$ cat src/rtl/ftdi_pkg.sv
// Shared types and constants for the FT232H synchronous 245 FIFO receive path.
package ftdi_pkg;

   localparam int FTDI_DATA_WIDTH = 8;

   // Receive sequencer states: bus idle, OE# turnaround, RD# strobing, bus held waiting for room
   typedef enum logic [1:0] {
      IDLE  = 2'd0,
      TURN  = 2'd1,
      READ  = 2'd2,
      PAUSE = 2'd3
   } ftdi_rx_state_t;

endpackage

$ cat src/rtl/ft232h_rx_fifo.sv
// Single-clock capture buffer with first-word-fall-through head and an occupancy count.
// DEPTH must be a power of two so the pointers wrap naturally.
module ft232h_rx_fifo #(
   parameter int DEPTH = 4,
   parameter int WIDTH = 8,
   parameter int AW    = $clog2(DEPTH)
) (
   input  logic             clk,
   input  logic             rst,
   input  logic             push,
   input  logic [WIDTH-1:0] push_data,
   input  logic             pop,
   output logic [WIDTH-1:0] head_data,
   output logic [AW:0]      count
);

   localparam int CW = AW + 1;

   logic [WIDTH-1:0] mem_q [DEPTH];
   logic [AW-1:0]    wr_ptr_q, wr_ptr_d;
   logic [AW-1:0]    rd_ptr_q, rd_ptr_d;
   logic [CW-1:0]    count_q, count_d;
   logic             push_ok_s;
   logic             pop_ok_s;

   // Next-state pointers and occupancy; a push into a full buffer or a pop from an empty one is ignored
   always_comb begin
      push_ok_s = push && (count_q != CW'(DEPTH));
      pop_ok_s  = pop && (count_q != {CW{1'b0}});
      wr_ptr_d  = wr_ptr_q;
      rd_ptr_d  = rd_ptr_q;
      count_d   = count_q;
      if (push_ok_s) begin
         wr_ptr_d = wr_ptr_q + AW'(1);
      end else begin
         wr_ptr_d = wr_ptr_q;
      end
      if (pop_ok_s) begin
         rd_ptr_d = rd_ptr_q + AW'(1);
      end else begin
         rd_ptr_d = rd_ptr_q;
      end
      case ({push_ok_s, pop_ok_s})
         2'b10:   count_d = count_q + CW'(1);
         2'b01:   count_d = count_q - CW'(1);
         default: count_d = count_q;
      endcase
   end

   // Pointer and count registers; reset empties the buffer
   always_ff @(posedge clk) begin
      if (rst) begin
         wr_ptr_q <= {AW{1'b0}};
         rd_ptr_q <= {AW{1'b0}};
         count_q  <= {CW{1'b0}};
      end else begin
         wr_ptr_q <= wr_ptr_d;
         rd_ptr_q <= rd_ptr_d;
         count_q  <= count_d;
      end
   end

   // Storage array; contents need no reset because count gates visibility
   always_ff @(posedge clk) begin
      if (push_ok_s) begin
         mem_q[wr_ptr_q] <= push_data;
      end
   end

   assign head_data = mem_q[rd_ptr_q];
   assign count     = count_q;

endmodule

$ cat src/rtl/ft232h_rx.sv
// FT232H synchronous 245 FIFO receive path: sequences OE# then RD# while RXF# is low,
// captures ADBUS into a small buffer and drains it onto an AXI-Stream master.
// Optional feature macro: FT232H_RX_BYTE_COUNT_EN adds a 32-bit wrapping capture counter.
module ft232h_rx
   import ftdi_pkg::*;
#(
   parameter int BUF_DEPTH = 4
) (
   input  logic                       ftdi_clk,
   input  logic                       ftdi_reset,
   input  logic                       ftdi_rxf_n,
   output logic                       ftdi_oe_n,
   output logic                       ftdi_rd_n,
   input  logic [FTDI_DATA_WIDTH-1:0] ftdi_adbus,
   output logic [FTDI_DATA_WIDTH-1:0] host_axis_tdata,
   output logic                       host_axis_tvalid,
   input  logic                       host_axis_tready
`ifdef FT232H_RX_BYTE_COUNT_EN
   ,
   output logic [31:0]                rx_byte_count
`endif
);

   localparam int AW = $clog2(BUF_DEPTH);
   localparam int CW = AW + 1;

   ftdi_rx_state_t state_q, state_d;
   logic           oe_n_q, oe_n_d;
   logic           rd_n_q, rd_n_d;
   logic [CW-1:0]  fifo_count_s;
   logic [CW-1:0]  count_next_s;
   logic           capture_s;
   logic           pop_s;
   logic           tvalid_s;
   logic           space_s;

   assign capture_s    = !rd_n_q && !ftdi_rxf_n;
   assign tvalid_s     = (fifo_count_s != {CW{1'b0}});
   assign pop_s        = tvalid_s && host_axis_tready;
   // Room is judged on the occupancy after this edge, so a strobe never lands in a full buffer
   assign count_next_s = fifo_count_s + CW'(capture_s) - CW'(pop_s);
   assign space_s      = (count_next_s < CW'(BUF_DEPTH));

   ft232h_rx_fifo #(
      .DEPTH (BUF_DEPTH),
      .WIDTH (FTDI_DATA_WIDTH)
   ) u_fifo (
      .clk       (ftdi_clk),
      .rst       (ftdi_reset),
      .push      (capture_s),
      .push_data (ftdi_adbus),
      .pop       (pop_s),
      .head_data (host_axis_tdata),
      .count     (fifo_count_s)
   );

   // Sequencer next state; OE# always leads RD# by at least one edge and RD# never lows with OE# high
   always_comb begin
      state_d = state_q;
      oe_n_d  = oe_n_q;
      rd_n_d  = rd_n_q;
      case (state_q)
         IDLE: begin
            rd_n_d = 1'b1;
            if (!ftdi_rxf_n && space_s) begin
               oe_n_d  = 1'b0;
               state_d = TURN;
            end else begin
               oe_n_d  = 1'b1;
               state_d = IDLE;
            end
         end
         TURN: begin
            if (ftdi_rxf_n) begin
               oe_n_d  = 1'b1;
               rd_n_d  = 1'b1;
               state_d = IDLE;
            end else if (space_s) begin
               oe_n_d  = 1'b0;
               rd_n_d  = 1'b0;
               state_d = READ;
            end else begin
               oe_n_d  = 1'b0;
               rd_n_d  = 1'b1;
               state_d = PAUSE;
            end
         end
         READ: begin
            if (ftdi_rxf_n) begin
               oe_n_d  = 1'b1;
               rd_n_d  = 1'b1;
               state_d = IDLE;
            end else if (!space_s) begin
               oe_n_d  = 1'b0;
               rd_n_d  = 1'b1;
               state_d = PAUSE;
            end else begin
               oe_n_d  = 1'b0;
               rd_n_d  = 1'b0;
               state_d = READ;
            end
         end
         PAUSE: begin
            if (ftdi_rxf_n) begin
               oe_n_d  = 1'b1;
               rd_n_d  = 1'b1;
               state_d = IDLE;
            end else if (space_s) begin
               oe_n_d  = 1'b0;
               rd_n_d  = 1'b0;
               state_d = READ;
            end else begin
               oe_n_d  = 1'b0;
               rd_n_d  = 1'b1;
               state_d = PAUSE;
            end
         end
         default: begin
            oe_n_d  = 1'b1;
            rd_n_d  = 1'b1;
            state_d = IDLE;
         end
      endcase
   end

   // Sequencer state and registered bus strobes
   always_ff @(posedge ftdi_clk) begin
      if (ftdi_reset) begin
         state_q <= IDLE;
         oe_n_q  <= 1'b1;
         rd_n_q  <= 1'b1;
      end else begin
         state_q <= state_d;
         oe_n_q  <= oe_n_d;
         rd_n_q  <= rd_n_d;
      end
   end

   assign ftdi_oe_n        = oe_n_q;
   assign ftdi_rd_n        = rd_n_q;
   assign host_axis_tvalid = tvalid_s;

`ifdef FT232H_RX_BYTE_COUNT_EN
   logic [31:0] byte_cnt_q, byte_cnt_d;

   // Capture counter next value; wraps freely at 32 bits
   always_comb begin
      if (capture_s) begin
         byte_cnt_d = byte_cnt_q + 32'd1;
      end else begin
         byte_cnt_d = byte_cnt_q;
      end
   end

   // Capture counter register
   always_ff @(posedge ftdi_clk) begin
      if (ftdi_reset) begin
         byte_cnt_q <= 32'd0;
      end else begin
         byte_cnt_q <= byte_cnt_d;
      end
   end

   assign rx_byte_count = byte_cnt_q;
`endif

endmodule

$ cat config.mk
export PLATFORM = sky130hd
export DESIGN_NAME = ft232h_rx
export DESIGN_NICKNAME = d
export VERILOG_FILES = /design/src/rtl/ftdi_pkg.sv /design/src/rtl/ft232h_rx_fifo.sv /design/src/rtl/ft232h_rx.sv
export SDC_FILE = /design/constraint.sdc
export NUM_CORES = 1
export LEC_CHECK = 0
export ABC_AREA = 1
export CORE_MARGIN = 5
export CORE_UTILIZATION = 50
export DETAILED_ROUTE_END_ITERATION = 12
export GPL_TIMING_DRIVEN = 0
export PLACE_DENSITY_LB_ADDON = 0.05
export REMOVE_ABC_BUFFERS = 1
export SYNTH_ARGS = -nofsm -noshare
export SYNTH_HDL_FRONTEND = slang
export SYNTH_SLANG_ARGS = --single-unit
$ cat constraint.sdc
create_clock -name ftdi_clk -period 5.4 [get_ports ftdi_clk]
set_input_delay 1.08 -clock ftdi_clk [delete_from_list [all_inputs] [get_ports ftdi_clk]]
set_output_delay 1.08 -clock ftdi_clk [all_outputs]
set_load 0.005 [all_outputs]
==> results.rst, run 1 <==
.. list-table::
   :header-rows: 1

   * - Metric
     - Value
   * - Status
     - completed
   * - Final standard cell area without fillers
     - 2220 µm²
   * - Class of the tightest hold or removal check
     - flop to flop
   * - CP startpoint kind
     - flop
   * - Cell count after synthesis
     - 165
   * - Timing-limited maximum frequency
     - 0.322 GHz
   * - Final Cycle Share
     - 57.4%
   * - Per-instance average area after synthesis
     - 11.3 µm²
   * - Routed wire length on met2
     - 1.66 mm
   * - Die Y
     - 71.0 µm
   * - Count of endpoints failing hold in the final timing report
     - 0
   * - Number of I/O pins
     - 23
   * - Initial drt markers
     - 55
   * - Clock Root Buffer
     - sky130_fd_sc_hd__clkbuf_8
   * - Filler Cells Inserted
     - 318
   * - DRC violation count after routing
     - 0
   * - TritonCTS clock tree
     - done
   * - Worst-path maximum fanout
     - 17
   * - Final Net Count
     - 211
   * - Met3 layer wire length in the routed design
     - 117 µm
   * - Transition time at the pin with the least slew margin
     - 0.842 ns
   * - Gates resized, CTS repair
     - 0
   * - Standard cell area after detailed placement
     - 2120 µm²
   * - Clock insertion delay at the later pin of the skew report
     - 0.29 ns
   * - CTS max path bufs
     - 2
   * - Routed len/inst
     - 13.6 µm
   * - Clock power share
     - 25.3%
   * - Maximum level of the CTS H-tree
     - 2
   * - Post-CTS Repair Setup Buffers
     - 0
   * - Final ANT Viol Nets
     - 0
   * - Post-detailed-placement half-perimeter wirelength
     - 2.24 mm
   * - Ant diodes
     - 0
   * - Largest clock skew in the final design
     - 0.00776 ns
   * - Summed negative setup slack over all endpoints
     - 0 ns
   * - Final RePlAce weighted congestion
     - 0.736
   * - Number of iterations in the first detailed-routing pass
     - 4
   * - Standard-cell rows
     - 22
   * - Post-synthesis instance area
     - 1860 µm²
   * - Register bit count reported by yosys
     - 45
   * - Average via count per standard cell
     - 5.09
   * - Met1 wire length
     - 1.43 mm
   * - Hold bufs inserted after CTS
     - 0
   * - Commonest non-fill, non-tap cell in the layout
     - sky130_fd_sc_hd__edfxtp_1
   * - Core Region
     - 3630 µm²
   * - Initial antenna violation count
     - 0
   * - Total die area
     - 5040 µm²
   * - Total power of the final layout
     - 832 µW
   * - Data arrival, critical path
     - 2.02 ns
   * - Sequential Power Share
     - 49.6%
   * - Tightest slew margin relative to the limit
     - 43.7%
   * - CTS buffer count
     - 5
   * - IO buf count
     - 22
   * - Count of endpoints failing setup in the final report
     - 0
   * - Top routing layer used
     - met4
   * - Overall track demand over capacity in global routing
     - 14.7%
   * - Fraction of the yosys area taken by sequential cells
     - 65.7%
   * - Critical path endpoint category
     - output pin
   * - Via count of the first global-routing pass
     - 1240
   * - Pwr/cell area
     - 375 nW/µm²
   * - DR vias
     - 1221
   * - Initial standard-cell utilization of the core
     - 51.1%
   * - Worst setup path class
     - flop to output pin
   * - Top_reg_cell synth
     - sky130_fd_sc_hd__edfxtp_1
   * - Yosys warning total
     - 0
   * - Clock transition at the register clock pins on the worst setup and hold paths after CTS
     - 0.08 ns
   * - WL final
     - 3.26 mm
   * - Max_cap viols
     - 0
   * - Switching part of the total power
     - 28.5%
   * - Utilization after layout
     - 61.0%
   * - Distinct cell type count after synthesis
     - 23
   * - Wire length of the first global-routing pass
     - 5.59 mm
   * - Number of pins with negative max-slew slack in the final report
     - 0
   * - Setup repair after global routing missed its margin
     - false
   * - Required time of the worst setup path
     - 4.32 ns
   * - Clock Sinks
     - 45
   * - Largest net degree at the start of global routing
     - 18
   * - Post-synthesis async set-or-reset flop share
     - 0%
   * - Aggregate global routing overflow
     - 0
   * - Area Overhead vs Synth
     - 19.3%
   * - Proportion of power drawn by combinational gates
     - 25.1%
   * - Int Pwr
     - 595 µW
   * - Cell leakage power
     - 0.000837 µW
   * - Die X-Extent
     - 71.0 µm
   * - EDFF count, synth
     - 32
   * - Combined flip-flop and latch cell area
     - 1220 µm²
   * - Tmin final
     - 3.10 ns
   * - Fraction of final layout cells sized beyond drive strength 1
     - 7.81%
   * - Maximum VDD drop
     - 0.192 mV
   * - Combined area of the multi-input logic cells
     - 537 µm²
   * - Commonest cells after routing, fill and taps aside
     - 32 x sky130_fd_sc_hd__edfxtp_1, 27 x sky130_fd_sc_hd__nor2_1, 22 x sky130_fd_sc_hd__clkdlybuf4s50_1
   * - Reported net switching power
     - 237 µW
logic make-up after synthesis:
| family | synth area share, % |
|---|---|
| and+or+nand+nor | 12.5 |
| DFF | 65.7 |
| AOI/OAI and AO/OA | 10.1 |
| buffers and inverters | 5.39 |
| adders and majority gates | 5.79 |
| xor gates and xnor gates | 0.471 |
through the flow:
stage	setup slack, ns	cells	hold WS [ns]
floorplan	3.08	162	0.442
global placement	2.49	232	0.455
detailed placement	2.42	232	0.465
CTS	2.27	240	0.476
global route	2.13	240	0.522
finish	2.30	240	0.475
synthesized netlist by cell type, drive strengths merged (2+ instances only):
| master | n | share of area (%) |
|---|---|---|
| nor2 | 27 | 5.5 |
| buf | 3 | 0.94 |
| a211oi | 2 | 0.81 |
| o22ai | 8 | 2.7 |
| ha | 7 | 4.7 |
| nand3 | 5 | 2.0 |
| dfxtp | 13 | 14 |
| a21oi | 6 | 1.6 |
| inv | 22 | 4.4 |
| edfxtp | 32 | 52 |
| o21ai | 17 | 4.6 |
| nand2 | 17 | 4.0 |
metal layers:
metal	up-vias	global-route usage (%)
li1	614	-
met1	581	16.9
met2	21	25.0
met3	5	3.41
met4	0	8.14
met5	-	0
power groups by stage:
stage / clock network [µW] / logic, µW / registers, µW
finish: 211 / 209 / 412
global route: 230 / 242 / 416
CTS: 218 / 212 / 413
detailed placement: 0 / 211 / 421
global placement: 0 / 202 / 419
floorplan: 0 / 126 / 415
worst max-delay path: stages, from the launching register on:
cell and delay (ns):
sky130_fd_sc_hd__dfxtp_1 0.70, sky130_fd_sc_hd__inv_2 0.26, sky130_fd_sc_hd__o21ai_0 0.21, sky130_fd_sc_hd__o22ai_1 0.10, sky130_fd_sc_hd__clkdlybuf4s50_1 0.47
flip-flops by register name, indices dropped and copies added (netlist names), named ones only:
name,flops
ftdi_oe_n,1
state_q,2
u_fifo.count,3
ftdi_rd_n,1
u_fifo.mem_q,32
u_fifo.rd_ptr_q,2
u_fifo.wr_ptr_q,2
area by class of cell:
class                           instances  share of cell area, %
Sequential cell                        45                   55.1
Multi-Input combinational cell         95                   24.2
Timing Repair Buffer                   22                   9.93
Clock inverter                          2                  0.621
Clock buffer                            6                   3.72
Inverter                               22                   3.72
Tap cell                               48                   2.71
worst paths after layout:
check / start / slack [ns] / cells after the start / end
hold reg to reg: u_fifo.count[0] / 0.48 / 2 / u_fifo.count[0]
setup reg to reg: u_fifo.count[1] / 3.51 / 10 / u_fifo.count[2]
setup / recovery: flop / 2.30 / 4 / host_axis_tdata[3]
hold / removal: u_fifo.count[0] / 0.48 / 2 / u_fifo.count[0]
No activity file was read; power rests on OpenSTA's default activity.
==> run 2, diff against run 1 <==
--- a/config.mk
+++ b/config.mk
@@ -7,7 +7,7 @@
 export LEC_CHECK = 0
 export ABC_AREA = 1
 export CORE_MARGIN = 5
-export CORE_UTILIZATION = 50
+export CORE_UTILIZATION = 49
 export DETAILED_ROUTE_END_ITERATION = 12
 export GPL_TIMING_DRIVEN = 0
 export PLACE_DENSITY_LB_ADDON = 0.05
==> constraint.sdc (replaced) <==
create_clock -name ftdi_clk -period 2.6 [get_ports ftdi_clk]
set_input_delay 0.52 -clock ftdi_clk [delete_from_list [all_inputs] [get_ports ftdi_clk]]
set_output_delay 0.52 -clock ftdi_clk [all_outputs]
set_load 0.005 [all_outputs]
==> run 2 against run 1 <==
Effect of this change:
- register-to-register slack got worse by 2.8 ns
- die area increased by 1.8%
- flip-flop and latch count did not move
- power rose by 100%
- clock power up 82%
- core utilization fell by 0.97 points
- clock skew shrank 0.0017 ns
- critical path type unchanged
- largest power group unchanged
==> results.rst, run 2 (same netlist as run 1, synthesis figures left out) <==
.. list-table::
   :header-rows: 1

   * - Metric
     - Value
   * - Timing-limited maximum frequency
     - 0.431 GHz
   * - CTS buffer count
     - 5 (unchanged)
   * - Status
     - completed (unchanged)
   * - IO buf count
     - 22 (unchanged)
   * - Largest clock skew in the final design
     - 0.00602 ns (was 0.00776 ns)
   * - Initial drt markers
     - 100 (was 55)
   * - Total die area
     - 5120 µm² (was 5040 µm²)
   * - Initial antenna violation count
     - 0 (unchanged)
   * - Worst slack on hold paths
     - 0.473 ns (was 0.475 ns)
   * - Cell leakage power
     - 0.000825 µW (was 0.000837 µW)
   * - Area Overhead vs Synth
     - 18.3% (was 19.3%)
   * - Final Net Count
     - 211 (unchanged)
   * - Met3 layer wire length in the routed design
     - 154 µm (was 117 µm)
   * - Clock power share
     - 22.8% (was 25.3%)
   * - Routed wire length on met2
     - 1.72 mm (was 1.66 mm)
   * - Count of endpoints failing hold in the final timing report
     - 0 (unchanged)
   * - Int Pwr
     - 1200 µW (was 595 µW)
   * - Initial standard-cell utilization of the core
     - 50.8% (was 51.1%)
   * - Number of iterations in the first detailed-routing pass
     - 4 (unchanged)
   * - Maximum level of the CTS H-tree
     - 2 (unchanged)
   * - Biggest cell delay along the critical path
     - 0.54 ns (was 0.70 ns)
   * - Post-detailed-placement half-perimeter wirelength
     - 2.20 mm (was 2.24 mm)
   * - Clock transition at the register clock pins on the worst setup and hold paths after CTS
     - 0.07 ns (was 0.08 ns)
   * - Die X-Extent
     - 71.6 µm (was 71.0 µm)
   * - CTS max path bufs
     - 2 (unchanged)
   * - Ant diodes
     - 0 (unchanged)
   * - Number of I/O pins
     - 23 (unchanged)
   * - Final Cycle Share
     - 89.1%
   * - Class of the tightest hold or removal check
     - flop to flop (unchanged)
   * - Top routing layer used
     - met4 (unchanged)
   * - TritonCTS clock tree
     - done (unchanged)
   * - Average via count per standard cell
     - 5.16 (was 5.09)
   * - Tightest slew margin relative to the limit
     - 45.0% (was 43.7%)
   * - Tmin final
     - 2.32 ns
   * - Max FFs per register
     - 32 (unchanged)
   * - Via count of the first global-routing pass
     - 1200 (was 1240)
   * - Setup repair after global routing missed its margin
     - false (unchanged)
   * - Summed negative setup slack over all endpoints
     - 0 ns (unchanged)
   * - Maximum VDD drop
     - 0.377 mV (was 0.192 mV)
   * - Transition time at the pin with the least slew margin
     - 0.822 ns (was 0.842 ns)
   * - Worst setup path class
     - flop to output pin (unchanged)
   * - Data arrival, critical path
     - 1.80 ns (was 2.02 ns)
   * - Clock Sinks
     - 45 (unchanged)
   * - Clock insertion delay at the later pin of the skew report
     - 0.29 ns (about the same)
   * - Switching part of the total power
     - 28.2% (was 28.5%)
   * - Aggregate global routing overflow
     - 0 (unchanged)
   * - Pwr/cell area
     - 763 nW/µm² (was 375 nW/µm²)
   * - Hold bufs inserted after CTS
     - 0 (unchanged)
   * - Overall track demand over capacity in global routing
     - 13.6% (was 14.7%)
   * - Filler Cells Inserted
     - 311 (was 318)
   * - Standard cell with the maximum stage delay on the critical path
     - sky130_fd_sc_hd__clkdlybuf4s50_1 (was sky130_fd_sc_hd__dfxtp_1)
   * - Required time of the worst setup path
     - 2.08 ns (was 4.32 ns)
   * - Wire length of the first global-routing pass
     - 5.25 mm (was 5.59 mm)
   * - Largest net degree at the start of global routing
     - 18 (unchanged)
   * - Top reg by flops
     - u_fifo.mem_q (unchanged)
   * - DR vias
     - 1233 (was 1221)
   * - Worst-path maximum fanout
     - 9 (was 17)
   * - Proportion of power drawn by combinational gates
     - 26.0% (was 25.1%)
   * - Reported net switching power
     - 473 µW (was 237 µW)
   * - Count of endpoints failing setup in the final report
     - 0 (unchanged)
   * - WL final
     - 3.23 mm (was 3.26 mm)
   * - Clock Root Buffer
     - sky130_fd_sc_hd__clkbuf_8 (unchanged)
   * - Final RePlAce weighted congestion
     - 0.721 (was 0.736)
   * - Die Y
     - 71.6 µm (was 71.0 µm)
   * - Final ANT Viol Nets
     - 0 (unchanged)
   * - DRC violation count after routing
     - 0 (unchanged)
   * - Commonest non-fill, non-tap cell in the layout
     - sky130_fd_sc_hd__edfxtp_1 (unchanged)
   * - Sequential Power Share
     - 51.2% (was 49.6%)
   * - Max_cap viols
     - 0 (unchanged)
   * - Core Region
     - 3660 µm² (was 3630 µm²)
   * - Fraction of final layout cells sized beyond drive strength 1
     - 6.81% (was 7.81%)
   * - Critical path endpoint category
     - output pin (unchanged)
   * - CP startpoint kind
     - flop (unchanged)
   * - Number of pins with negative max-slew slack in the final report
     - 0 (unchanged)
   * - Worst path cell trace
     - inv_1 > o21ai_0 > o22ai_1 > clkdlybuf4s50_1 (was inv_2 > o21ai_0 > o22ai_1 > clkdlybuf4s50_1)
   * - Commonest cells after routing, fill and taps aside
     - 32 x sky130_fd_sc_hd__edfxtp_1, 27 x sky130_fd_sc_hd__nor2_1, 22 x sky130_fd_sc_hd__clkdlybuf4s50_1 (unchanged)
   * - Met1 wire length
     - 1.30 mm (was 1.43 mm)
   * - Standard-cell rows
     - 22 (unchanged)
   * - Routed len/inst
     - 13.5 µm (was 13.6 µm)
## run 2: cell count changes in the layout (fill, tap and decap cells not counted)
cell / previous run / this run
sky130_fd_sc_hd__clkinv_2: 1 / 0
sky130_fd_sc_hd__clkinv_4: 1 / 0
sky130_fd_sc_hd__clkinv_1: 0 / 1
sky130_fd_sc_hd__clkbuf_1: 0 / 1
sky130_fd_sc_hd__dfxtp_1: 13 / 12
sky130_fd_sc_hd__clkbuf_8: 6 / 5
sky130_fd_sc_hd__dfxtp_2: 0 / 1
## run 2: worst paths after layout
kind | cells past startpoint | endpoint | slack [ns] | from
worst min-delay path | 2 | u_fifo.count[0] | 0.47 | u_fifo.count[0]
worst max register to register | 10 | u_fifo.count[2] | 0.72 | u_fifo.count[1]
worst min register to register | 2 | u_fifo.count[0] | 0.47 | u_fifo.count[0]
worst max-delay path | 4 | host_axis_tdata[0] | 0.28 | flop
## run 2: routing by layer
| layer | vias to the layer above | global-route usage (%) |
|---|---|---|
| met5 | - | 0 |
| li1 | 619 | - |
| met4 | 0 | 5.01 |
| met1 | 585 | 13.0 |
| met3 | 5 | 4.77 |
| met2 | 24 | 26.2 |
## run 2: metrics by stage
step / setup slack (ns) / util [%] / power, µW / cells / area (µm²)
3_3_place_gp: 0.241 / 57.9 / 1300 / 232 / 2120
6_report: 0.282 / 60.0 / 1680 / 239 / 2200
3_5_place_dp: 0.198 / 57.9 / 1320 / 232 / 2120
5_1_grt: 0.178 / 60.0 / 1790 / 239 / 2200
2_1_floorplan: 0.837 / - / 1120 / 162 / 1840
4_1_cts: 0.0268 / 60.0 / 1700 / 239 / 2200
## run 2: final cells by class
type | instances | area (µm²) | area share (%)
Inverter | 22 | 82.6 | 3.76
Multi-Input combinational cell | 95 | 537 | 24.4
Tap cell | 48 | 60.1 | 2.73
Sequential cell | 45 | 1220 | 55.6
Timing Repair Buffer | 22 | 220 | 10.0
Clock inverter | 1 | 3.75 | 0.171
Clock buffer | 6 | 72.6 | 3.30
## run 2: what timing repair did
action,CTS,global route
endpoints found under the setup margin,0,8
setup buffers,0,0
resized for setup,0,1
hold endpoints to repair,0,0
## run 2: power groups by stage
stage	clock, µW	sequential, µW	combinational (µW)
after floorplan	0	861	262
after global placement	0	872	423
after detailed placement	0	874	442
after CTS	394	858	443
after global routing	430	864	497
final	383	859	436
## run 2: critical path, delay by kind of cell (launching register included)
family,cells,cell delay [ns]
buffers and inverters,2,0.80
flip-flops,1,0.42
AO/OA/AOI/OAI,2,0.29
